`src/rtl/dmem_bus_bridge.sv`:
```
// Bridges single-cycle memory-stage requests onto a valid/ready + response-valid
// data-memory bus, stalling the pipeline until each access completes.
// Optional response timeout: define DMEM_TIMEOUT_EN.
module dmem_bus_bridge #(
  parameter int unsigned DataWidth     = 32,
  parameter int unsigned AddrWidth     = 32,
  parameter int unsigned WordSize      = 4,
  parameter int unsigned TimeoutCycles = 255
) (
  input  logic                 clk,
  input  logic                 rst,
  input  logic                 memory_read_enable,
  input  logic                 memory_write_enable,
  input  logic [AddrWidth-1:0] address,
  input  logic [DataWidth-1:0] write_data,
  input  logic [WordSize-1:0]  write_strobe,
  output logic [DataWidth-1:0] read_data,
  output logic                 stall,
  output logic                 bus_req_valid,
  input  logic                 bus_req_ready,
  output logic                 bus_req_write,
  output logic [AddrWidth-1:0] bus_req_addr,
  output logic [DataWidth-1:0] bus_req_wdata,
  output logic [WordSize-1:0]  bus_req_strobe,
  input  logic                 bus_rsp_valid,
  input  logic [DataWidth-1:0] bus_rsp_rdata,
  output logic                 mem_error
);

  typedef enum logic [1:0] {
    IDLE,
    REQ,
    WAIT,
    DONE
  } state_e;

  state_e               state_q, state_d;
  logic                 valid_q, valid_d;
  logic                 write_q, write_d;
  logic [AddrWidth-1:0] addr_q, addr_d;
  logic [DataWidth-1:0] wdata_q, wdata_d;
  logic [WordSize-1:0]  strobe_q, strobe_d;
  logic [DataWidth-1:0] rdata_q, rdata_d;
  logic                 accept;

  // Requests are always word aligned on the bus; the low address bits only
  // matter to the lane extraction done upstream.
  logic unused_addr_bits;
  assign unused_addr_bits = ^address[1:0];

`ifdef DMEM_TIMEOUT_EN
  localparam int unsigned CntRaw   = $clog2(TimeoutCycles + 1);
  localparam int unsigned CntWidth = (CntRaw < 8) ? 8 : ((CntRaw > 32) ? 32 : CntRaw);

  logic [CntWidth-1:0] cnt_q, cnt_d;
  logic                err_q, err_d;
`else
  localparam int unsigned unused_timeout_cycles = TimeoutCycles;
`endif

  always_comb begin
    state_d  = state_q;
    valid_d  = valid_q;
    write_d  = write_q;
    addr_d   = addr_q;
    wdata_d  = wdata_q;
    strobe_d = strobe_q;
    rdata_d  = rdata_q;
    accept   = 1'b0;
`ifdef DMEM_TIMEOUT_EN
    cnt_d    = cnt_q;
    err_d    = 1'b0;
`endif

    case (state_q)
      IDLE: begin
        // Read wins a collision; a strobe-less write is a no-op.
        if (memory_read_enable || (memory_write_enable && (|write_strobe))) begin
          accept   = 1'b1;
          state_d  = REQ;
          valid_d  = 1'b1;
          write_d  = !memory_read_enable;
          addr_d   = {address[AddrWidth-1:2], 2'b00};
          wdata_d  = write_data;
          strobe_d = memory_read_enable ? '0 : write_strobe;
        end
      end
      REQ: begin
        if (bus_req_ready) begin
          state_d = WAIT;
          valid_d = 1'b0;
`ifdef DMEM_TIMEOUT_EN
          cnt_d   = '0;
`endif
        end
      end
      WAIT: begin
        if (bus_rsp_valid) begin
          state_d = DONE;
          if (!write_q) begin
            rdata_d = bus_rsp_rdata;
          end
`ifdef DMEM_TIMEOUT_EN
        end else if (cnt_q == CntWidth'(TimeoutCycles - 1)) begin
          state_d = DONE;
          err_d   = 1'b1;
          if (!write_q) begin
            rdata_d = '0;
          end
        end else begin
          cnt_d = cnt_q + CntWidth'(1);
`endif
        end
      end
      DONE: begin
        state_d = IDLE;
      end
      default: begin
        state_d = IDLE;
      end
    endcase
  end

  always_ff @(posedge clk or negedge rst) begin
    if (!rst) begin
      state_q  <= IDLE;
      valid_q  <= 1'b0;
      write_q  <= 1'b0;
      addr_q   <= '0;
      wdata_q  <= '0;
      strobe_q <= '0;
      rdata_q  <= '0;
`ifdef DMEM_TIMEOUT_EN
      cnt_q    <= '0;
      err_q    <= 1'b0;
`endif
    end else begin
      state_q  <= state_d;
      valid_q  <= valid_d;
      write_q  <= write_d;
      addr_q   <= addr_d;
      wdata_q  <= wdata_d;
      strobe_q <= strobe_d;
      rdata_q  <= rdata_d;
`ifdef DMEM_TIMEOUT_EN
      cnt_q    <= cnt_d;
      err_q    <= err_d;
`endif
    end
  end

  // Stall must rise in the accept cycle itself, so it cannot be registered.
  assign stall          = accept || (state_q == REQ) || (state_q == WAIT);
  assign read_data      = rdata_q;
  assign bus_req_valid  = valid_q;
  assign bus_req_write  = write_q;
  assign bus_req_addr   = addr_q;
  assign bus_req_wdata  = wdata_q;
  assign bus_req_strobe = strobe_q;

`ifdef DMEM_TIMEOUT_EN
  assign mem_error = err_q;
`else
  assign mem_error = 1'b0;
`endif

endmodule

```
`config.mk`:
```
export PLATFORM = sky130hd
export DESIGN_NAME = dmem_bus_bridge
export DESIGN_NICKNAME = d
export VERILOG_FILES = /design/src/rtl/dmem_bus_bridge.sv
export SDC_FILE = /design/constraint.sdc
export NUM_CORES = 1
export LEC_CHECK = 0
export ABC_AREA = 1
export BUFFER_PORTS_ARGS = -buffer_cell sky130_fd_sc_hd__buf_2
export CORE_UTILIZATION = 49
export CTS_CLUSTER_SIZE = 28
export DETAILED_ROUTE_END_ITERATION = 8
export PLACE_DENSITY_LB_ADDON = 0.12
export SLEW_MARGIN = 10
export SYNTH_ARGS = -nofsm -noshare
export SYNTH_HDL_FRONTEND = slang
export SYNTH_SLANG_ARGS = --single-unit
```
`constraint.sdc`:
```
create_clock -name clk -period 2.3 [get_ports clk]
set_input_delay 0.115 -clock clk [delete_from_list [all_inputs] [get_ports clk]]
set_output_delay 0.115 -clock clk [all_outputs]
set_load 0.1 [all_outputs]
```
---- Yosys cells after proc, flatten, opt, wreduce, memory -nomap -nowiden ----
Cells that the tools add are included.
W data, S select, Z words.
storage, ports and cells
  bits in registers ....................... 102
  latch bits .............................. 0
  memory bits (writable) .................. 0
  ROM bits ................................ 0
  memories kept ........................... 0
cells by class
  add/sub/neg operators ................... 0
  multiply operators ...................... 0
  divide/modulo/power cells ............... 0
  magnitude comparators ................... 0
  equality and inequality tests ........... 6
  shifts and indexed selects .............. 0
  mux-type cells .......................... 10
  bitwise logic cells ..................... 1
  reductions and logical operators ........ 12
operators by type and width
  operator              count
  $reduce_and A3 Y1     3
  $pmux W2 S4           1
  $mux W2               3
  $ne A2 B2 Y1 const B  3
  $eq A2 B2 Y1 const B  2
  $mux W1               4
  $mux W4               1
  $reduce_or A4 Y1      1
  $logic_or A1 B1 Y1    3
  $eq A2 B1 Y1 const B  1
  $logic_not A2 Y1      1
  $pmux W1 S2           1
  $reduce_and A2 Y1     1
  $reduce_bool A2 Y1    1
  $logic_and A1 B1 Y1   1
  $logic_not A1 Y1      1
  $not A1 Y1            1

---- Logic depth before layout (Yosys ltp) ----
Gate-level depths: netlist (run 1).
  word-level depth ........................ 7
  depth in mapped cells ................... 8
  depth with buffers taken out ............ 8

---- Least setup slack after synthesis (run 1) ----
Ideal clock, no wire load.
  path kind ............................... reg2out
  start point ............................. register state_q[0]
  end point ............................... output stall
  arrival ................................. 1.652 ns
  data required time ...................... 2.185 ns
  setup slack ............................. 0.533 ns
  cell stages (with the launch flop) ...... 6
  cells stage by stage .................... dfrtp_1 inv_1 ha_1 nand2_4 buf_4 nand3_1
between the ends
  word-level cells in the longest chain between the ends .. 4
  elaborated cells on any way between the ends .. 6
  classes of those cells .................. eq/ne (2); mux (1); reduce/logical (3)
ends and longest elaborated chain
  element                 RTL line  text
  start, declared         37        state_e state_q, state_d;
  start signal, assigned  138       state_q <= state_d;
  $logic_not A2 Y1        75        case (state_q)
  $mux W1                 75
  $logic_or A1 B1 Y1      153       assign stall = accept || (state_q == REQ) || (state_q == WAIT);
  $logic_or A1 B1 Y1 *    153
  end, declared           18        output logic stall,
Mark *: on every way between the ends. The rest lies on a longest branch, timed or not.

---- Worst setup path after layout (run 1) ----
Same ends and word-level chain as after synthesis.

==> results of run 1 <==
==> flip-flops by register name (all words and copies together) (netlist names) <==
register        flops
bus_req_addr       30
bus_req_strobe      4
bus_req_valid       1
bus_req_wdata      32
bus_req_write       1
read_data          32
state_q             2
==> layout make-up <==
class	instances	area share (%)
clock buffer	10	2.03
clock inverter	6	1.73
inverter	7	0.417
multi-input combinational	327	22.4
sequential	102	40.5
tap	105	2.09
timing repair buffer	297	30.8
==> critical path: cells and delay by family (launching register included) <==
| kind | cells | cell delay [ns] |
|---|---|---|
| and+or+nand+nor | 2 | 0.40 |
| adders and majority gates | 1 | 0.38 |
| DFF | 1 | 0.41 |
| buffers and inverters | 2 | 0.28 |
==> stage by stage <==
| stage | utilization [%] | hold slack, ns | worst slack, ns | area, sq um |
|---|---|---|---|---|
| 2_1_floorplan | - | -0.181 | 0.533 | 4170 |
| 3_3_place_gp | 63.8 | 0.156 | 0.688 | 5240 |
| 3_5_place_dp | 63.8 | 0.155 | 0.662 | 5240 |
| 4_1_cts | 76.6 | 0.0000586 | 0.336 | 6300 |
| 5_1_grt | 76.6 | 0.00228 | 0.239 | 6300 |
| 6_report | 76.6 | 0.0101 | 0.359 | 6300 |
==> cell usage after synthesis <==
cell type  number
nand2_1       209
dfrtp_1       102
nand3_1        99
buf_2          20
buf_4           9
inv_1           7
o21ai_1         5
clkbuf_1        3
ha_1            3
nor2_1          3
nand2_4         2
a21oi_1         1
buf_6           1
conb_1          1
nor2_2          1
o22ai_1         1
==> path summary, 6_finish.rpt <==
kind                                    from           endpoint  slack [ns]  cells past startpoint
max in group asynchronous                rst  bus_req_wdata[26]        1.27                      3
hold reg to reg            bus_req_wdata[17]  bus_req_wdata[17]        0.47                      2
setup / recovery                  state_q[0]              stall        0.36                      5
hold / removal                   address[14]   bus_req_addr[14]        0.01                      3
setup reg to reg                  state_q[0]    bus_req_addr[9]        0.61                      5
min in group asynchronous                rst      read_data[26]        0.31                      2
==> routing by layer <==
| metal | up-vias | GRT usage [%] |
|---|---|---|
| li1 | 2026 | - |
| met1 | 1995 | 33.1 |
| met2 | 181 | 45.7 |
| met3 | 27 | 5.58 |
| met4 | 0 | 11.2 |
| met5 | - | 0 |
==> logic make-up (layout without fill, tap and decap cells) <==
group | Yosys count | count (layout) | synth area share (%)
AND/OR/NAND/NOR | 314 | 314 | 31.7
flip-flops | 102 | 102 | 61.3
buffers and inverters | 40 | 320 | 5.20
AO/OA/AOI/OAI | 7 | 7 | 0.871
adder cells (fa/ha/maj) | 3 | 3 | 0.901
other | 1 | 3 | 0.0900
==> metrics.cfg, run 1 <==
[sta]
skew_ns = 0.00850
fin_crit_ns = 1.94
slew_headroom_pct = 56.8
rsz0062_at_grt = no
fmax_mhz = 515
setup_tns_ns = 0
slew_viol_final = 0
finalCritPeriodShare_pct = 84.4
setup_violations = 0
max_slew.worst_pin.slew_ns = 0.648
finalHoldViolCount = 0

[detailed_routing]
drc = 0
vias_per_cell = 4.95
dr.max_layer_used = met4
wire_per_inst_um = 13.7
met2WireLength_um = 5800
wirelength_um = 11700
vias = 4229
ant_nets = 0
met3WireLength_um = 757
first_iter_violations = 157
met1Wirelength_um = 4860
dr.pass1.iters = 4

[grt]
grt_overflow = 0
antenna_found_initial = 0
globalRouteTotalUtil_pct = 26.9
grt_max_degree = 64
grt_pass1_vias = 3953
grt_pass1_wl_um = 18500

[floorplanning]
core.rowCount = 33
dieArea_sq_mm = 0.00888
die_h_um = 94.2
ios = 210
fp.coreArea_sq_mm = 0.00822
initial_utilization_pct = 50.7
dieWidth_um = 94.2

[yosys]
yosysTopAreaCellShare_pct = 61.3
ys_seq_area_share_pct = 61.3
netlist_area_sq_mm = 0.00417
yosys_warnings = 0
synthDistinctLibCells = 16
syn-mean-instance-area_sq_um = 8.92
synth.area.top_cells = dfrtp_1, nand2_1, nand3_1
synth_seq_cells = 102
yosysTopAreaCell = dfrtp_1
synthCells = 467

[setup_path]
path_max_fanout = 23
critical_path_class = reg -> out
worstPathArrival_ns = 1.83
cp_cell_sequence = inv_1 -> ha_2 -> nand2_4 -> nand3_1 -> buf_12
cpPeakStageDelay_ns = 0.41
critPathRequiredTime_ns = 2.18
end_kind = primary output
slowest_stage = dfrtp_1
start_kind = register

[cts]
cts_buffer_depth = 2
path_clk_slew_ns = 0.10
postCtsHoldBufs = 82
cts_setup_buffers = 0
numClockSinks = 102
numCtsBuffers = 9
clkLatencyLatePin_ns = 0.35
cts_tree = yes
ctsHtreeMaxLevel = 3
root_buffer = clkbuf_8
cts_resized = 0

[finish]
diodes = 0
layout.nets = 853
register_area_sq_mm = 0.00255
final_cell_count_no_fill = 854
fillers = 581
multi_input_comb_area_sq_mm = 0.00141
drive_above_1_share_pct = 31.2
areaGrowthSynthToFinish_pct = 51.1
final_common_cell = nand2_1
final_cell_mix = nand2_1, buf_2, dfrtp_1

[status]
outcome = complete, no violations

[worst_hold_path]
min_path_type = in -> reg

[placement]
placedCellCount = 756
hpwl_um = 7090
place.port_buffers = 204
gp_congestion = 0.758

[run]
cap_violations = 0

Power of run 1 is left out: the tool's default activity adds up to more than one toggle a clock period on the data nets, which glitch-free logic cannot reach.
==> inputs of run 2 (changes only) <==
--- a/config.mk
+++ b/config.mk
@@ -7,7 +7,7 @@
 export LEC_CHECK = 0
 export ABC_AREA = 1
 export BUFFER_PORTS_ARGS = -buffer_cell sky130_fd_sc_hd__buf_2
-export CORE_UTILIZATION = 49
+export CORE_UTILIZATION = 41
 export CTS_CLUSTER_SIZE = 28
 export DETAILED_ROUTE_END_ITERATION = 8
 export PLACE_DENSITY_LB_ADDON = 0.12
==> constraint.sdc (replaced) <==
create_clock -name clk -period 1.6 [get_ports clk]
set_input_delay 0.08 -clock clk [delete_from_list [all_inputs] [get_ports clk]]
set_output_delay 0.08 -clock clk [all_outputs]
set_load 0.1 [all_outputs]
==> run 2 against run 1 <==
Compared with the run above:
- global-route usage is 3.6 points lower
- count of clock-buffer cells in the layout stayed put
- first-iteration DRC count is 41% lower
- final area is 5.6% higher
- core utilization is 8.9 points lower
- largest cell class unchanged
- critical endpoint unchanged
- non-clock buffer count is 23 higher
- final cell count is 6.1% higher
- flip-flop and latch count stayed put
- critical path depth stayed put
- hold slack better by 0.021 ns
- critical path type unchanged
- die area is 19% higher
==> metrics.cfg, run 2 (synthesis gave the netlist of run 1 again) <==
[cts]
numCtsBuffers = 9  ; unchanged
cts_buffer_depth = 2  ; unchanged
cts_tree = yes  ; unchanged
numClockSinks = 102  ; unchanged
path_clk_slew_ns = 0.09  ; was 0.10 ns
root_buffer = clkbuf_8  ; unchanged
clkLatencyLatePin_ns = 0.37  ; was 0.35 ns
ctsHtreeMaxLevel = 3  ; unchanged

[floorplanning]
initial_utilization_pct = 42.4  ; was 50.7%
dieWidth_um = 103  ; was 94.2 um
dieArea_sq_mm = 0.0106  ; was 0.00888 sq mm
core.rowCount = 36  ; was 33
ios = 210  ; unchanged
die_h_um = 103  ; was 94.2 um
fp.coreArea_sq_mm = 0.00982  ; was 0.00822 sq mm

[detailed_routing]
ant_nets = 0  ; unchanged
first_iter_violations = 93  ; was 157
dr.pass1.iters = 4  ; unchanged
vias = 4256  ; was 4,229
wire_per_inst_um = 13.9  ; was 13.7 um
wirelength_um = 12600  ; was 11,700 um
vias_per_cell = 4.70  ; was 4.95
drc = 0  ; unchanged

[finish]
fillers = 828  ; was 581
areaGrowthSynthToFinish_pct = 59.5  ; was 51.1%
final_common_cell = nand2_1  ; unchanged
diodes = 0  ; unchanged
multi_input_comb_area_sq_mm = 0.00145  ; was 0.00141 sq mm
final_cell_count_no_fill = 906  ; was 854
final_cell_mix = nand2_1, buf_2, dfrtp_1  ; unchanged
utilization_pct = 67.7  ; was 76.6%
layout.nets = 877  ; was 853
drive_above_1_share_pct = 32.0  ; was 31.2%
register_area_sq_mm = 0.00255  ; about the same

[sta]
max_slew.worst_pin.slew_ns = 0.513  ; was 0.648 ns
rsz0062_at_grt = no  ; unchanged
skew_ns = 0.00721  ; was 0.00850 ns
finalHoldViolCount = 0  ; unchanged
fmax_mhz = 657
fin_crit_ns = 1.52
setup_violations = 0  ; unchanged
setup_tns_ns = 0  ; unchanged
slew_viol_final = 0  ; unchanged
finalCritPeriodShare_pct = 95.1
slew_headroom_pct = 66.1  ; was 56.8%

[setup_path]
path_max_fanout = 11  ; was 23
worstPathArrival_ns = 1.44  ; was 1.83 ns
critPathBufInv = 2  ; unchanged
slowest_stage = dfrtp_1  ; unchanged
crit_family = flip-flops  ; unchanged
critPathRequiredTime_ns = 1.52  ; was 2.18 ns
critical_path_class = reg -> out  ; unchanged
end_kind = primary output  ; unchanged
cp_cell_sequence = inv_2 -> ha_4 -> nand2_8 -> nand3_2 -> buf_12  ; was inv_1 -> ha_2 -> nand2_4 -> nand3_1 -> buf_12
cpPeakStageDelay_ns = 0.42  ; was 0.41 ns
start_kind = register  ; unchanged

[placement]
gp_congestion = 0.744  ; was 0.758
hpwl_um = 7460  ; was 7090 um
place.port_buffers = 204  ; unchanged
placedCellCount = 787  ; was 756

[grt]
grt_pass1_vias = 4064  ; was 3,953
grt_overflow = 0  ; unchanged
grt_pass1_wl_um = 18800  ; was 18,500 um
antenna_found_initial = 0  ; unchanged
globalRouteTotalUtil_pct = 23.3  ; was 26.9%
grt_max_degree = 46  ; was 64

[worst_hold_path]
min_path_type = in -> reg  ; unchanged

[status]
outcome = complete, no violations  ; unchanged

[run]
cap_violations = 0  ; unchanged

==> run 2: cell types whose count changed in the layout (fill, tap and decap cells not counted), moves of 2 or more <==
cell	before	now
nand3_1	99	97
dlygate4sd3_1	82	100
nand3_2	0	2
inv_2	0	4
inv_1	7	3
buf_12	1	6
==> run 2: what timing repair did <==
| item | 4_1_cts | 5_1_grt |
|---|---|---|
| gates cloned | 1 | 1 |
| setup buffers | 1 | 0 |
| hold buffers | 100 | 0 |
| endpoints found under the hold margin | 201 | 0 |
| pin swaps | 2 | 0 |
| gates resized for setup | 2 | 5 |
| setup endpoints to repair | 1 | 27 |
==> run 2: stage by stage <==
step | instance area (sq um) | setup slack [ns] | hold WS [ns]
floorplan | 4180 | 0.158 | -0.216
global placement | 5370 | 0.224 | -0.0165
detailed placement | 5370 | 0.194 | -0.0111
CTS | 6620 | 0.0138 | 0.0186
global route | 6650 | 0.0115 | 0.0264
finish | 6650 | 0.0789 | 0.0313
==> run 2: path summary, 6_finish.rpt <==
path | from | to | slack [ns] | depth (start not counted)
worst max-delay path | state_q[1] | stall | 0.08 | 5
worst max register to register | state_q[1] | bus_req_wdata[29] | 0.09 | 7
worst min register to register | bus_req_wdata[9] | bus_req_wdata[9] | 0.47 | 2
max in group asynchronous | rst | bus_req_addr[14] | 0.92 | 3
worst min-delay path | bus_rsp_valid | read_data[3] | 0.03 | 3
min in group asynchronous | rst | read_data[24] | 0.14 | 2
==> run 2: worst min-delay path, stage by stage <==
cell and delay [ns]:
buf_2 0.15, nand3_1 0.09, nand2_1 0.05
==> run 2: per-layer routing <==
metal	vias to the layer above	track usage, %	wire, um
met2	150	39.8	6190
li1	2079	-	-
met3	17	6.58	880
met5	-	0	0
met1	2010	28.2	5290
met4	0	8.02	194
==> run 2: layout make-up <==
type / instances / share of cell area (%)
clock inverter: 6 / 1.30
multi-input combinational: 328 / 21.8
inverter: 7 / 0.395
timing repair buffer: 320 / 33.7
clock buffer: 10 / 1.92
tap: 133 / 2.50
sequential: 102 / 38.4
Power of run 2 is left out for the same reason.
==> inputs of run 3 (changes only) <==
--- a/config.mk
+++ b/config.mk
@@ -10,7 +10,7 @@
 export CORE_UTILIZATION = 41
 export CTS_CLUSTER_SIZE = 28
 export DETAILED_ROUTE_END_ITERATION = 8
-export PLACE_DENSITY_LB_ADDON = 0.12
+export PLACE_DENSITY_LB_ADDON = 0.15
 export SLEW_MARGIN = 10
 export SYNTH_ARGS = -nofsm -noshare
 export SYNTH_HDL_FRONTEND = slang
==> run 3 against run 2 <==
Compared with the run above:
- flip-flop and latch count is the same
- via count grew 0.96%
- setup slack gained 0.0044 ns
- critical path depth is the same
- non-clock buffer count grew 3
- final cell count grew 0.22%
- core utilization shrank 0.37 points
- wire length shrank 2.2%
- register-to-register slack gained 0.07 ns
- count of clock-buffer cells in the layout grew 3
- critical path type unchanged
==> metrics.cfg, run 3 (synthesis gave the netlist of run 1 again) <==
[cts]
cts_buffer_depth = 2  ; unchanged
clkLatencyLatePin_ns = 0.36  ; was 0.37 ns
numClockSinks = 102  ; unchanged
numCtsBuffers = 9  ; unchanged
ctsHtreeMaxLevel = 3  ; unchanged
path_clk_slew_ns = 0.08  ; was 0.09 ns
cts_tree = yes  ; unchanged
root_buffer = clkbuf_8  ; unchanged

[grt]
grt_overflow = 0  ; unchanged
antenna_found_initial = 0  ; unchanged
grt_pass1_vias = 4179  ; was 4,064
grt_pass1_wl_um = 19000  ; was 18,800 um
globalRouteTotalUtil_pct = 23.3  ; about the same
grt_max_degree = 50  ; was 46

[sta]
skew_ns = 0.00985  ; was 0.00721 ns
setup_violations = 0  ; unchanged
timing.final.ws_setup_ns = 0.0833  ; was 0.0789 ns
slew_viol_final = 0  ; unchanged
fmax_mhz = 659  ; was 657 MHz
hold_ws_ns = 0.121  ; was 0.0313 ns
slew_headroom_pct = 65.7  ; was 66.1%
setup_tns_ns = 0  ; unchanged
finalHoldViolCount = 0  ; unchanged
finalCritPeriodShare_pct = 94.8  ; was 95.1%
fin_crit_ns = 1.52  ; about the same
max_slew.worst_pin.slew_ns = 0.518  ; was 0.513 ns

[placement]
post-place-ws_ns = 0.156  ; was 0.194 ns
hpwl_um = 7550  ; was 7460 um
gp_congestion = 0.712  ; was 0.744
place.port_buffers = 204  ; unchanged

[run]
cap_violations = 0  ; unchanged

[floorplanning]
die_h_um = 103  ; unchanged
core.rowCount = 36  ; unchanged
dieWidth_um = 103  ; unchanged
ios = 210  ; unchanged
fp.coreArea_sq_mm = 0.00982  ; unchanged
initial_utilization_pct = 42.4  ; unchanged
dieArea_sq_mm = 0.0106  ; unchanged

[worst_hold_path]
min_path_type = in -> reg  ; unchanged

[finish]
drive_above_1_share_pct = 31.9  ; was 32.0%
fillers = 799  ; was 828
final_common_cell = nand2_1  ; unchanged
layout.nets = 879  ; was 877
diodes = 0  ; unchanged
final_cell_mix = nand2_1, buf_2, dfrtp_1  ; unchanged
areaGrowthSynthToFinish_pct = 58.7  ; was 59.5%
utilization_pct = 67.3  ; was 67.7%

[setup_path]
end_kind = primary output  ; unchanged
start_kind = register  ; unchanged
path_max_fanout = 14  ; was 11
critPathRequiredTime_ns = 1.52  ; about the same
worstPathArrival_ns = 1.44  ; about the same
critical_path_class = reg -> out  ; unchanged

[detailed_routing]
first_iter_violations = 124  ; was 93
ant_nets = 0  ; unchanged
wire_per_inst_um = 13.5  ; was 13.9 um
dr.pass1.iters = 4  ; unchanged
vias_per_cell = 4.73  ; was 4.70
drc = 0  ; unchanged
wirelength_um = 12300  ; was 12,600 um
vias = 4297  ; was 4,256

[status]
outcome = complete, no violations  ; unchanged

run 3: timing repair:
action / in CTS / in global routing
hold endpoints to repair: 131 / 0
hold buffers: 100 / 0
setup buffers: 0 / 4
gates resized for setup: 2 / 6
pin swaps: 0 / 1
endpoints found under the setup margin: 1 / 33
run 3: critical path: stages (launching register included):
cell and delay, ns:
dfrtp_1 0.41, inv_2 0.09, ha_4 0.19, nand2_8 0.11, nand3_2 0.10, buf_12 0.18
run 3: final timing paths:
kind,from,to,slack (ns),cells after the start
max reg2reg,state_q[1],bus_req_wdata[29],0.16,7
min reg2reg,read_data[6],read_data[6],0.47,2
min in group asynchronous,rst,read_data[29],0.20,2
min,bus_req_ready,state_q[0],0.12,5
max in group asynchronous,rst,bus_req_wdata[18],0.80,3
max,state_q[1],stall,0.08,5
run 3: routing by layer:
metal | GRT usage, % | vias to the layer above | part of all wire, %
met1 | 27.0 | 2018 | 40
li1 | - | 2085 | -
met4 | 9.21 | 0 | 2.6
met5 | 0 | - | 0
met3 | 6.17 | 28 | 6.5
met2 | 41.1 | 166 | 50
run 3: stage by stage:
| step | cell area, sq um | instances |
|---|---|---|
| after global placement | 5360 | 788 |
| final | 6610 | 908 |
| after floorplan | 4180 | 469 |
| after CTS | 6570 | 904 |
| after detailed placement | 5360 | 788 |
| after global routing | 6610 | 908 |
run 3: final cells by class:
cell class / instances / area, sq um / share of cell area (%)
Clock buffer: 13 / 149 / 2.25
Clock inverter: 3 / 45.0 / 0.681
Inverter: 7 / 30.0 / 0.454
Multi-Input combinational cell: 327 / 1430 / 21.7
Sequential cell: 102 / 2550 / 38.6
Tap cell: 133 / 166 / 2.52
Timing Repair Buffer: 323 / 2240 / 33.8
Power of run 3 is left out for the same reason.
